### src/rtl/clkdiv_cfg_ctrl_if.sv
// Ratio-request handshake between a configuration source and clkdiv_cfg_ctrl.
// A request is accepted when req_valid & req_ready are both high at a rising edge.
interface clkdiv_cfg_ctrl_if #(
    parameter int unsigned DIV_W = 5
);
    logic             req_valid;
    logic [DIV_W-1:0] req_ratio;
    logic             req_ready;

    modport master (
        output req_valid,
        output req_ratio,
        input  req_ready
    );

    modport slave (
        input  req_valid,
        input  req_ratio,
        output req_ready
    );
endinterface

### src/rtl/clkdiv_cfg_ctrl.sv
// Ratio-update sequencer for the generic clock divider.
// Waits for the divided clock's low phase, gates the divider enable, loads the new
// ratio and re-enables after a settle window so no runt high pulse is produced.
// Optional feature macro: CLKDIV_CFG_REJECT_BYPASS_EN (drops ratio 0/1 requests and
// pulses o_err instead of sequencing them).
module clkdiv_cfg_ctrl #(
    parameter int unsigned DIV_W         = 5,
    parameter int unsigned RESET_RATIO   = 2,
    parameter int unsigned GATE_CYCLES   = 2,
    parameter int unsigned SETTLE_CYCLES = 4,
    parameter int unsigned TIMEOUT       = 64
) (
    input  logic                 i_ref_clk,
    input  logic                 i_rst,
    input  logic                 i_en,
    clkdiv_cfg_ctrl_if.slave     req_bus,
    input  logic                 i_div_clk,
    output logic                 o_clk_en,
    output logic [DIV_W-1:0]     o_div_ratio,
    output logic                 o_busy,
    output logic                 o_done,
    output logic                 o_timeout
`ifdef CLKDIV_CFG_REJECT_BYPASS_EN
    ,
    output logic                 o_err
`endif
);

    localparam logic [2:0] StIdle    = 3'd0;
    localparam logic [2:0] StWaitLow = 3'd1;
    localparam logic [2:0] StGate    = 3'd2;
    localparam logic [2:0] StLoad    = 3'd3;
    localparam logic [2:0] StSettle  = 3'd4;
    localparam logic [2:0] StDone    = 3'd5;

    localparam int unsigned CntMaxGs = (GATE_CYCLES > SETTLE_CYCLES) ? GATE_CYCLES
                                                                     : SETTLE_CYCLES;
    localparam int unsigned CntMax   = (CntMaxGs > TIMEOUT) ? CntMaxGs : TIMEOUT;
    localparam int unsigned CntW     = $clog2(CntMax + 1);

    // Counter load values: the state exits on the cycle the counter reads zero.
    localparam logic [CntW-1:0] GateLoad    = CntW'(GATE_CYCLES - 1);
    localparam logic [CntW-1:0] SettleLoad  = CntW'(SETTLE_CYCLES - 1);
    localparam logic [CntW-1:0] TimeoutLoad = CntW'(TIMEOUT - 1);

    logic [2:0]       state_q, state_d;
    logic [CntW-1:0]  cnt_q, cnt_d;
    logic [DIV_W-1:0] hold_q, hold_d;
    logic [DIV_W-1:0] ratio_d;
    logic             clk_en_d;
    logic             done_d;
    logic             timeout_d;
    logic             accept;
`ifdef CLKDIV_CFG_REJECT_BYPASS_EN
    logic             err_d;
`endif

    assign req_bus.req_ready = (state_q == StIdle);
    assign o_busy            = (state_q != StIdle);
    assign accept            = req_bus.req_valid && (state_q == StIdle);

    // Next-state, counter and registered-output logic for the update sequence.
    always_comb begin
        state_d   = state_q;
        cnt_d     = cnt_q;
        hold_d    = hold_q;
        ratio_d   = o_div_ratio;
        clk_en_d  = o_clk_en;
        done_d    = 1'b0;
        timeout_d = o_timeout;
`ifdef CLKDIV_CFG_REJECT_BYPASS_EN
        err_d     = 1'b0;
`endif
        case (state_q)
            StIdle: begin
                clk_en_d = i_en;
                if (accept) begin
`ifdef CLKDIV_CFG_REJECT_BYPASS_EN
                    if (req_bus.req_ratio < DIV_W'(2)) begin
                        err_d = 1'b1;
                    end else begin
                        hold_d    = req_bus.req_ratio;
                        timeout_d = 1'b0;
                        cnt_d     = TimeoutLoad;
                        state_d   = StWaitLow;
                    end
`else
                    hold_d    = req_bus.req_ratio;
                    timeout_d = 1'b0;
                    cnt_d     = TimeoutLoad;
                    state_d   = StWaitLow;
`endif
                end
            end
            StWaitLow: begin
                clk_en_d = i_en;
                if (!i_div_clk || !o_clk_en || (cnt_q == '0)) begin
                    // Only a wait that ended on the counter alone counts as a timeout.
                    if (i_div_clk && o_clk_en) begin
                        timeout_d = 1'b1;
                    end
                    clk_en_d = 1'b0;
                    cnt_d    = GateLoad;
                    state_d  = StGate;
                end else begin
                    cnt_d = cnt_q - 1'b1;
                end
            end
            StGate: begin
                clk_en_d = 1'b0;
                if (cnt_q == '0) begin
                    cnt_d   = '0;
                    state_d = StLoad;
                end else begin
                    cnt_d = cnt_q - 1'b1;
                end
            end
            StLoad: begin
                // Ratio and enable change on the same edge so the divider restarts cleanly.
                ratio_d  = hold_q;
                clk_en_d = i_en;
                cnt_d    = SettleLoad;
                state_d  = StSettle;
            end
            StSettle: begin
                clk_en_d = i_en;
                if (cnt_q == '0) begin
                    done_d  = 1'b1;
                    cnt_d   = '0;
                    state_d = StDone;
                end else begin
                    cnt_d = cnt_q - 1'b1;
                end
            end
            StDone: begin
                clk_en_d = i_en;
                cnt_d    = '0;
                state_d  = StIdle;
            end
            default: begin
                cnt_d   = '0;
                state_d = StIdle;
            end
        endcase
    end

    // Sequencer state and registered outputs, asynchronously reset.
    always_ff @(posedge i_ref_clk or posedge i_rst) begin
        if (i_rst) begin
            state_q     <= StIdle;
            cnt_q       <= '0;
            hold_q      <= DIV_W'(RESET_RATIO);
            o_div_ratio <= DIV_W'(RESET_RATIO);
            o_clk_en    <= 1'b0;
            o_done      <= 1'b0;
            o_timeout   <= 1'b0;
        end else begin
            state_q     <= state_d;
            cnt_q       <= cnt_d;
            hold_q      <= hold_d;
            o_div_ratio <= ratio_d;
            o_clk_en    <= clk_en_d;
            o_done      <= done_d;
            o_timeout   <= timeout_d;
        end
    end

`ifdef CLKDIV_CFG_REJECT_BYPASS_EN
    // Rejection pulse for ratio 0/1 requests.
    always_ff @(posedge i_ref_clk or posedge i_rst) begin
        if (i_rst) begin
            o_err <= 1'b0;
        end else begin
            o_err <= err_d;
        end
    end
`endif

endmodule

### src/flat_wrapper.sv
// flat-port wrapper written by rule: the top's interface ports become plain ports
module clkdiv_cfg_ctrl_flat 
#(
    parameter int unsigned DIV_W         = 5,
    parameter int unsigned RESET_RATIO   = 2,
    parameter int unsigned GATE_CYCLES   = 2,
    parameter int unsigned SETTLE_CYCLES = 4,
    parameter int unsigned TIMEOUT       = 64
)
  (i_ref_clk, i_rst, i_en, i_div_clk, o_clk_en, o_div_ratio, o_busy, o_done, o_timeout, req_bus_req_valid, req_bus_req_ratio, req_bus_req_ready);
  clkdiv_cfg_ctrl_if #(.DIV_W(DIV_W)) req_bus_i ();
  input  logic i_ref_clk;
  input  logic i_rst;
  input  logic i_en;
  input  logic i_div_clk;
  output logic o_clk_en;
  output logic [DIV_W-1:0] o_div_ratio;
  output logic o_busy;
  output logic o_done;
  output logic o_timeout;
  input wire logic [$bits(req_bus_i.req_valid)-1:0] req_bus_req_valid;
  input wire logic [$bits(req_bus_i.req_ratio)-1:0] req_bus_req_ratio;
  output wire logic [$bits(req_bus_i.req_ready)-1:0] req_bus_req_ready;
  assign req_bus_i.req_valid = req_bus_req_valid;
  assign req_bus_i.req_ratio = req_bus_req_ratio;
  assign req_bus_req_ready = req_bus_i.req_ready;
  clkdiv_cfg_ctrl #(.DIV_W(DIV_W), .RESET_RATIO(RESET_RATIO), .GATE_CYCLES(GATE_CYCLES), .SETTLE_CYCLES(SETTLE_CYCLES), .TIMEOUT(TIMEOUT)) u_core (.i_ref_clk(i_ref_clk), .i_rst(i_rst), .i_en(i_en), .req_bus(req_bus_i), .i_div_clk(i_div_clk), .o_clk_en(o_clk_en), .o_div_ratio(o_div_ratio), .o_busy(o_busy), .o_done(o_done), .o_timeout(o_timeout));
endmodule
### config.mk
export PLATFORM = sky130hd
export DESIGN_NAME = clkdiv_cfg_ctrl_flat
export DESIGN_NICKNAME = d
export VERILOG_FILES = /design/src/rtl/clkdiv_cfg_ctrl_if.sv /design/src/rtl/clkdiv_cfg_ctrl.sv /design/src/flat_wrapper.sv
export SDC_FILE = /design/constraint.sdc
export NUM_CORES = 1
export LEC_CHECK = 0
export BUFFER_PORTS_ARGS = -buffer_cell sky130_fd_sc_hd__buf_4
export CAP_MARGIN = 30
export CORE_ASPECT_RATIO = 1.25
export CORE_MARGIN = 1
export CORE_UTILIZATION = 50
export CTS_CLUSTER_DIAMETER = 50
export DETAILED_ROUTE_END_ITERATION = 8
export PLACE_DENSITY = 0.7
export SLEW_MARGIN = 20
export SYNTH_ARGS = -nofsm -noshare
export SYNTH_HDL_FRONTEND = slang
export SYNTH_SLANG_ARGS = --single-unit
### constraint.sdc
create_clock -name i_ref_clk -period 2.1 [get_ports i_ref_clk]
set_clock_uncertainty 0.2 [all_clocks]
set_input_delay 0.105 -clock i_ref_clk [delete_from_list [all_inputs] [get_ports i_ref_clk]]
set_output_delay 0.105 -clock i_ref_clk [all_outputs]
set_load 0.005 [all_outputs]
### Word-level counts from Yosys, hierarchy flattened

Index checks and enable logic that the tools add are counted.

* register bits after elaboration: 23
* bits of input ports: 10
* output and inout port bits: 10
* logic and storage cells: 51

* $add $sub $neg: 1
* eq/ne operators: 10
* muxes and demuxes: 17
* reductions and logical operators: 16

Operator list (number)
* $pmux W7 S4: 1
* $mux W7: 3
* $pmux W3 S5: 1
* $mux W3: 4
* $ne A2 B1 Y1 const B: 5
* $reduce_and A4 Y1: 2
* $logic_not A7 Y1: 1
* $sub A7 B1 Y7 const B: 1
* $eq A3 B2 Y1 const B: 2
* $eq A3 B3 Y1 const B: 2
* $mux W1: 6
* $reduce_bool A3 Y1: 2
* $reduce_or A4 Y1: 1
* $eq A3 B1 Y1 const B: 1
* $logic_not A3 Y1: 1
* $pmux W1 S3: 1
* $logic_and A1 B1 Y1: 2
* $logic_not A1 Y1: 2
* $logic_or A1 B1 Y1: 2
* $pmux W1 S2: 1
* $reduce_and A2 Y1: 1
* $reduce_bool A2 Y1: 1
* $reduce_or A2 Y1: 1

### Logic depth before layout (Yosys ltp)

Gate-level depths: netlist (run 1).

* depth in word-level cells: 5
* gate-level depth with buffers: 7
* gate-level depth less buffers: 6

### Worst setup path after synthesis (run 1)

Ideal clock, no wire load.

* path kind: reg-to-reg
* start point: register u_core.state_q[0]
* end point: register u_core.hold_q[0]
* arrival time: 1453 ps
* path slack: 319 ps
* cell stages (with the launch flop): 6
* path buffers: 1
* clock period less this slack: 1781 ps
* cells stage by stage: dfrtp_1 -> or3_4 -> inv_2 -> and2_1 -> buf_6 -> mux2_1

* word-level cells in the longest chain between the ends: 3

RTL lines
* start: declaration: RTL line clkdiv_cfg_ctrl.sv:46 `logic [2:0] state_q, state_d;`
* start signal: assignment: RTL line clkdiv_cfg_ctrl.sv:150 `state_q <= StIdle;`
* start signal: assignment: RTL line clkdiv_cfg_ctrl.sv:158 `state_q <= state_d;`
* $logic_not A3 Y1 (*)
* via req_bus_req_ready: RTL line flat_wrapper.sv:23 `output wire logic [$bits(req_bus_i.req_ready)-1:0] req_bus_req_ready;`
* $logic_and A1 B1 Y1: RTL line clkdiv_cfg_ctrl.sv:60 `assign accept = req_bus.req_valid && (state_q == StIdle);`
* $reduce_and A2 Y1 (no source line) (*)
* end signal: assignment: RTL line clkdiv_cfg_ctrl.sv:152 `hold_q <= DIV_W'(RESET_RATIO);`
* end signal: assignment: RTL line clkdiv_cfg_ctrl.sv:160 `hold_q <= hold_d;`
* end: declaration: RTL line clkdiv_cfg_ctrl.sv:48 `logic [DIV_W-1:0] hold_q, hold_d;`

The timed path passes the listed nets; every way through them passes the cells marked *.
A chain may end at the register's enable or synchronous reset.

### Final worst setup path (run 1)

* start point: register u_core.state_q[0]
* end point: register u_core.hold_q[0]

* word-level cells in the longest chain between the ends: 3

RTL lines (RTL line)
* $logic_not A3 Y1 (*): clkdiv_cfg_ctrl.sv:60, clkdiv_cfg_ctrl.sv:74
* $logic_and A1 B1 Y1: clkdiv_cfg_ctrl.sv:60
* $reduce_and A2 Y1 (no source line) (*)

Mark *: on every way between the ends. The rest lies on a longest branch, timed or not.

==> impl_metrics.ini, run 1 <==
[yosys]
yosys-top-cells-area = dfrtp_1, mux2_4, mux2_1, dfstp_2, nand3_1
ys_seq_elements = 23
synth.top_cell.area_share_pct = 44.1
yosysWarningCount = 0
synth_edf_count = 0
yosysTopAreaCell = dfrtp_1
yosysUniqueCellTypes = 38
synth-adder-area-share_pct = 2.10
synth_xor_area_share_pct = 0
synth-compound-area-share_pct = 12.6
yosys-top-cells-count = dfrtp_1, nand3_1, a21oi_1, o21ai_0
syn-instance-count = 110
seq_area_frac_synth_pct = 48.5
syn_area_um2 = 1190
postSynthNetCount = 122
syn_avg_cell_area_um2 = 10.8
synth_top_family_by_area = simple AND/OR/NAND/NOR gates
yosysMostFrequentCell = dfrtp_1
synthSimpleGateAreaFrac_pct = 17.9
ys_async_sr_fraction_pct = 100
synth_mux_area_share_pct = 12.7
synth_flop_cell = dfrtp_1

[timing]
period_minus_slack_ns = 1.98
timing.final.crit_share_pct = 94.3
fmax_ghz = 0.505
tns_ns = 0
setup_ws_ns = 0.120
slew_headroom_pct = 66.7
hold_violations = 0
tightest_slew_ns = 0.497
slew_viol_final = 0
rsz0062_at_grt = false
setup_violations = 0

[critical_path]
critPathCaptureType = register
cp-start-kind = register
path_cells = or3_4, inv_2, and2_1, mux2_1
max_stage_delay_ns = 0.47
arrival_ns = 1.98
critical_path.max_fanout = 7
worstReg2RegEnd = u_core.hold_q[0]$_DFFE_PP0P_
r2r_slack_ns = 0.12
slowest_stage = dfrtp_1
reg2reg_depth = 4
required_ns = 2.10
critical_path_class = reg2reg
rr_startpoint = u_core.state_q[0]$_DFFE_PP0P_

[floorplan]
die-area_um2 = 2580
ios = 20
core_um2 = 2230
start_util_pct = 53.3
die_width_um = 45.7
rows = 19
die_h_um = 56.6

[cells_and_area]
area_delta_synth_final_pct = 25.9
seq_area_um2 = 578
nets = 156
nFillCells = 191
drive_gt1_share_pct = 30.8
antennaDiodeCount = 0
multi_input_area_um2 = 544

[drt]
ant_nets = 0
drc_errors = 0
drtIter0Drc = 17
via_per_inst = 5.57
wl_um = 2400
wire_per_inst_um = 13.8
via_count = 969
first_pass_iters = 4

[cts]
htree_levels = 1
clkLatencyLatePin_ns = 0.31
cts_buffer_depth = 2
clk_pin_slew_ns = 0.13
cts.sinks = 23
cts_tree = built
cts-buffers-inserted = 3
cts-root-buf = clkbuf_4

[placed_design]
dp_hpwl_um = 1630
numPortBuffers = 19
place_ws_ns = 0.118
place_congestion = 0.793

[global_route]
grt.total_usage_pct = 20.0
grt_pass1_vias = 917
grt_pass1_wl_um = 3800
gr-total-overflow = 0
grt_max_degree = 24
antenna_found_initial = 0

[power]
leakagePower_nw = 0.704
irDropWorstVdd_mv = 0.751
power_density_nw_per_um2 = 1410

[job]
drv_cap = 0

[outcome]
status = finished, final reports clean

[min_path]
hp-class = in2async
how the worst max path moves through the flow:
stage / startpoint / endpoint / depth (start not counted)
after CTS: u_core.state_q[0]$_DFFE_PP0P_ / u_core.hold_q[0]$_DFFE_PP0P_ / 4
after global routing: u_core.cnt_q[0]$_DFFE_PP0P_ / u_core.o_clk_en$_DFFE_PP0P_ / 6
after floorplan: u_core.state_q[0]$_DFFE_PP0P_ / u_core.hold_q[0]$_DFFE_PP0P_ / 5
after detailed placement: u_core.state_q[0]$_DFFE_PP0P_ / u_core.hold_q[4]$_DFFE_PP0P_ / 4
final: u_core.state_q[0]$_DFFE_PP0P_ / u_core.hold_q[0]$_DFFE_PP0P_ / 4
after global placement: u_core.state_q[0]$_DFFE_PP0P_ / u_core.hold_q[2]$_DFFE_PP0P_ / 4
metal layers:
metal,part of all wire (%),track usage [%],up-vias
met1,41,21.8,461
met3,4.0,3.22,7
met5,0,0,-
met2,53,36.7,37
met4,1.9,6.49,0
li1,-,-,464
metrics by stage:
| step | instances | cell area, µm² | utilization [%] | total power [mW] | hold slack (ns) |
|---|---|---|---|---|---|
| 4_1_cts | 174 | 1500 | 66.9 | 2.12 | 0.187 |
| 5_1_grt | 174 | 1500 | 67.1 | 2.29 | 0.200 |
| 6_report | 174 | 1500 | 67.1 | 2.11 | 0.169 |
| 3_3_place_gp | 161 | 1380 | 61.6 | 1.86 | -0.0365 |
| 2_1_floorplan | 110 | 1190 | - | 1.60 | -0.0946 |
| 3_5_place_dp | 161 | 1380 | 61.6 | 1.90 | -0.0307 |
layout by cell type, fill, tap and decap left out, types with 5 or more instances in the layout:
cell type and n:
a21oi_1 6, mux2_1 5, buf_4 26, o21ai_0 6, nand2_1 5, dfrtp_1 21
inv_1 5, dlygate4sd3_1 9, nand3_1 7, nor2_1 5, mux2_4 5
report_power, final:
group	internal [mW]	switching [mW]
sequential	0.664	0.171
clock	0.0712	0.128
combinational	0.568	0.508
total	1.30	0.808
worst max-delay path: cells and delay by family (launching register included):
kind	cells	cell delay, ns
buffers and inverters	1	0.10
DFF	1	0.47
muxes	1	0.36
and+or+nand+nor	2	0.74
cell type report:
| class | instances | area share (%) |
|---|---|---|
| well taps | 31 | 2.59 |
| multi-input cells | 74 | 36.3 |
| clock inverters | 1 | 0.334 |
| repair buffers | 35 | 19.0 |
| flip-flops and latches | 23 | 38.5 |
| clock buffers | 3 | 1.50 |
| inverters | 7 | 1.75 |
registers in the layout, summed over array words and instances (netlist names):
register            count
u_core.cnt_q            7
u_core.hold_q           5
u_core.o_div_ratio      5
u_core.state_q          3
u_core.o_clk_en         1
u_core.o_done           1
u_core.o_timeout        1
logic make-up after synthesis:
kind of cell | Yosys count
and+or+nand+nor | 37
adders and majority gates | 2
buffers and inverters | 13
DFF | 23
muxes | 12
AOI/OAI and AO/OA | 23
timing repair:
item | CTS | global route
endpoints found under the hold margin | 34 | 0
hold buffers | 9 | 0
resized for setup | 0 | 1
buffers inserted | 0 | 0
endpoints found under the setup margin | 0 | 1
Power figures use the tool's default switching activity.
==> run 2: changes to the inputs <==
--- a/config.mk
+++ b/config.mk
@@ -8,7 +8,7 @@
 export BUFFER_PORTS_ARGS = -buffer_cell sky130_fd_sc_hd__buf_4
 export CAP_MARGIN = 30
 export CORE_ASPECT_RATIO = 1.25
-export CORE_MARGIN = 1
+export CORE_MARGIN = 2
 export CORE_UTILIZATION = 50
 export CTS_CLUSTER_DIAMETER = 50
 export DETAILED_ROUTE_END_ITERATION = 8
==> impl_metrics.ini, run 2 (synthesized netlist as in run 1, its figures left out) <==
[global_route]
antenna_found_initial = 0
grt_max_degree = 24
grt_pass1_wl_um = 4130
grt.total_usage_pct = 20.3
gr-total-overflow = 0
grt_pass1_vias = 989

[job]
drv_cap = 0

[critical_path]
critical_path_class = reg2reg
critPathCaptureType = register
required_ns = 2.09
cp-start-kind = register
max_stage_delay_ns = 0.47
arrival_ns = 1.99
path_cells = or3_4, inv_2, and2_1, mux2_1
critical_path.max_fanout = 7
slowest_stage = dfrtp_1

[floorplan]
die_h_um = 58.6
core_um2 = 2230
rows = 19
die-area_um2 = 2790
ios = 20
start_util_pct = 53.3
die_width_um = 47.7

[timing]
tightest_slew_ns = 0.364
tns_ns = 0
fmax_ghz = 0.500
hold_violations = 0
timing.final.crit_share_pct = 95.2
rsz0062_at_grt = false
hold_ws_ns = 0.179
setup_violations = 0
setup_ws_ns = 0.101
slew_viol_final = 0
period_minus_slack_ns = 2.00
slew_headroom_pct = 75.7

[placed_design]
dpl_cell_area_um2 = 1380
numPortBuffers = 19
place_congestion = 0.798
dp_hpwl_um = 1760
post-place-cells = 161
place_ws_ns = 0.0966

[cts]
cts.sinks = 23
cts-buffers-inserted = 3
htree_levels = 1
clk_pin_slew_ns = 0.12
cts_tree = built
cts_buffer_depth = 2
clkLatencyLatePin_ns = 0.30
cts-root-buf = clkbuf_4

[drt]
wire_per_inst_um = 14.0
drc_errors = 0
wl_um = 2440
via_count = 942
first_pass_iters = 4
drtIter0Drc = 15
ant_nets = 0
via_per_inst = 5.41

[cells_and_area]
top_register = u_core.cnt_q
largest_register_ffs = 7
finalInstanceArea_um2 = 1500
drive_gt1_share_pct = 30.1
antennaDiodeCount = 0
final_common_cell = buf_4
area_delta_synth_final_pct = 25.8
nets = 156
nFillCells = 182
fin_util_pct = 67.1
layout_common_cells = buf_4, dfrtp_1, dlygate4sd3_1
reg_top3 = u_core.cnt_q (7), u_core.hold_q (5), u_core.o_div_ratio (5)
finalNonFillerCells = 174

[outcome]
status = finished, final reports clean

[power]
irDropWorstVdd_mv = 0.868
power.total_mw = 2.13
power_density_nw_per_um2 = 1420
leakagePower_nw = 0.702

[min_path]
hp-class = in2async
==> run 2: cell types whose count changed in the layout (fill, tap and decap cells not counted) <==
cell      before  now
clkbuf_1       0    1
clkinv_2       1    0
==> run 2: layout make-up <==
| cell class | instances | area [µm²] | area share (%) |
|---|---|---|---|
| flip-flops and latches | 23 | 578 | 38.6 |
| repair buffers | 35 | 285 | 19.0 |
| inverters | 7 | 26.3 | 1.75 |
| clock buffers | 4 | 26.3 | 1.75 |
| well taps | 31 | 38.8 | 2.59 |
| multi-input cells | 74 | 544 | 36.3 |
==> run 2: final timing paths <==
path / start / to / slack, ns / cells after the start
max: u_core.state_q[0]$_DFFE_PP0P_ / u_core.hold_q[4]$_DFFE_PP0P_ / 0.10 / 4
min: i_rst / u_core.o_div_ratio[2]$_DFFE_PP0P_ / 0.18 / 4
max reg2reg: u_core.state_q[0]$_DFFE_PP0P_ / u_core.hold_q[4]$_DFFE_PP0P_ / 0.10 / 4
min reg2reg: u_core.hold_q[3]$_DFFE_PP0P_ / u_core.hold_q[3]$_DFFE_PP0P_ / 0.30 / 1
max in group asynchronous: i_rst / u_core.hold_q[1]$_DFFE_PP1P_ / 1.25 / 4
min in group i_ref_clk: u_core.hold_q[3]$_DFFE_PP0P_ / u_core.hold_q[3]$_DFFE_PP0P_ / 0.30 / 1
==> run 2: what timing repair did <==
action                                 in CTS  in global routing
resized for setup                           0                  1
buffers inserted                            0                  0
endpoints found under the hold margin      34                  0
hold buffers                                9                  0
setup endpoints to repair                   0                  2
==> run 2: routing by layer <==
metal | share of wire, % | GRT usage (%)
met1 | 42 | 21.9
met5 | 0 | 0
met3 | 1.8 | 2.76
met4 | 0.57 | 5.79
met2 | 55 | 38.8
==> run 2: power breakdown <==
part	switching (mW)	internal (mW)	total (mW)
registers	0.179	0.664	0.843
clock network	0.122	0.0740	0.196
logic	0.512	0.575	1.09
total	0.813	1.31	2.13
==> run 2: critical path: cells and delay by family, from the launching register on <==
family | cells | cell delay (ns)
buffers and inverters | 1 | 0.10
flip-flops | 1 | 0.47
multiplexers | 1 | 0.36
AND/OR/NAND/NOR | 2 | 0.75
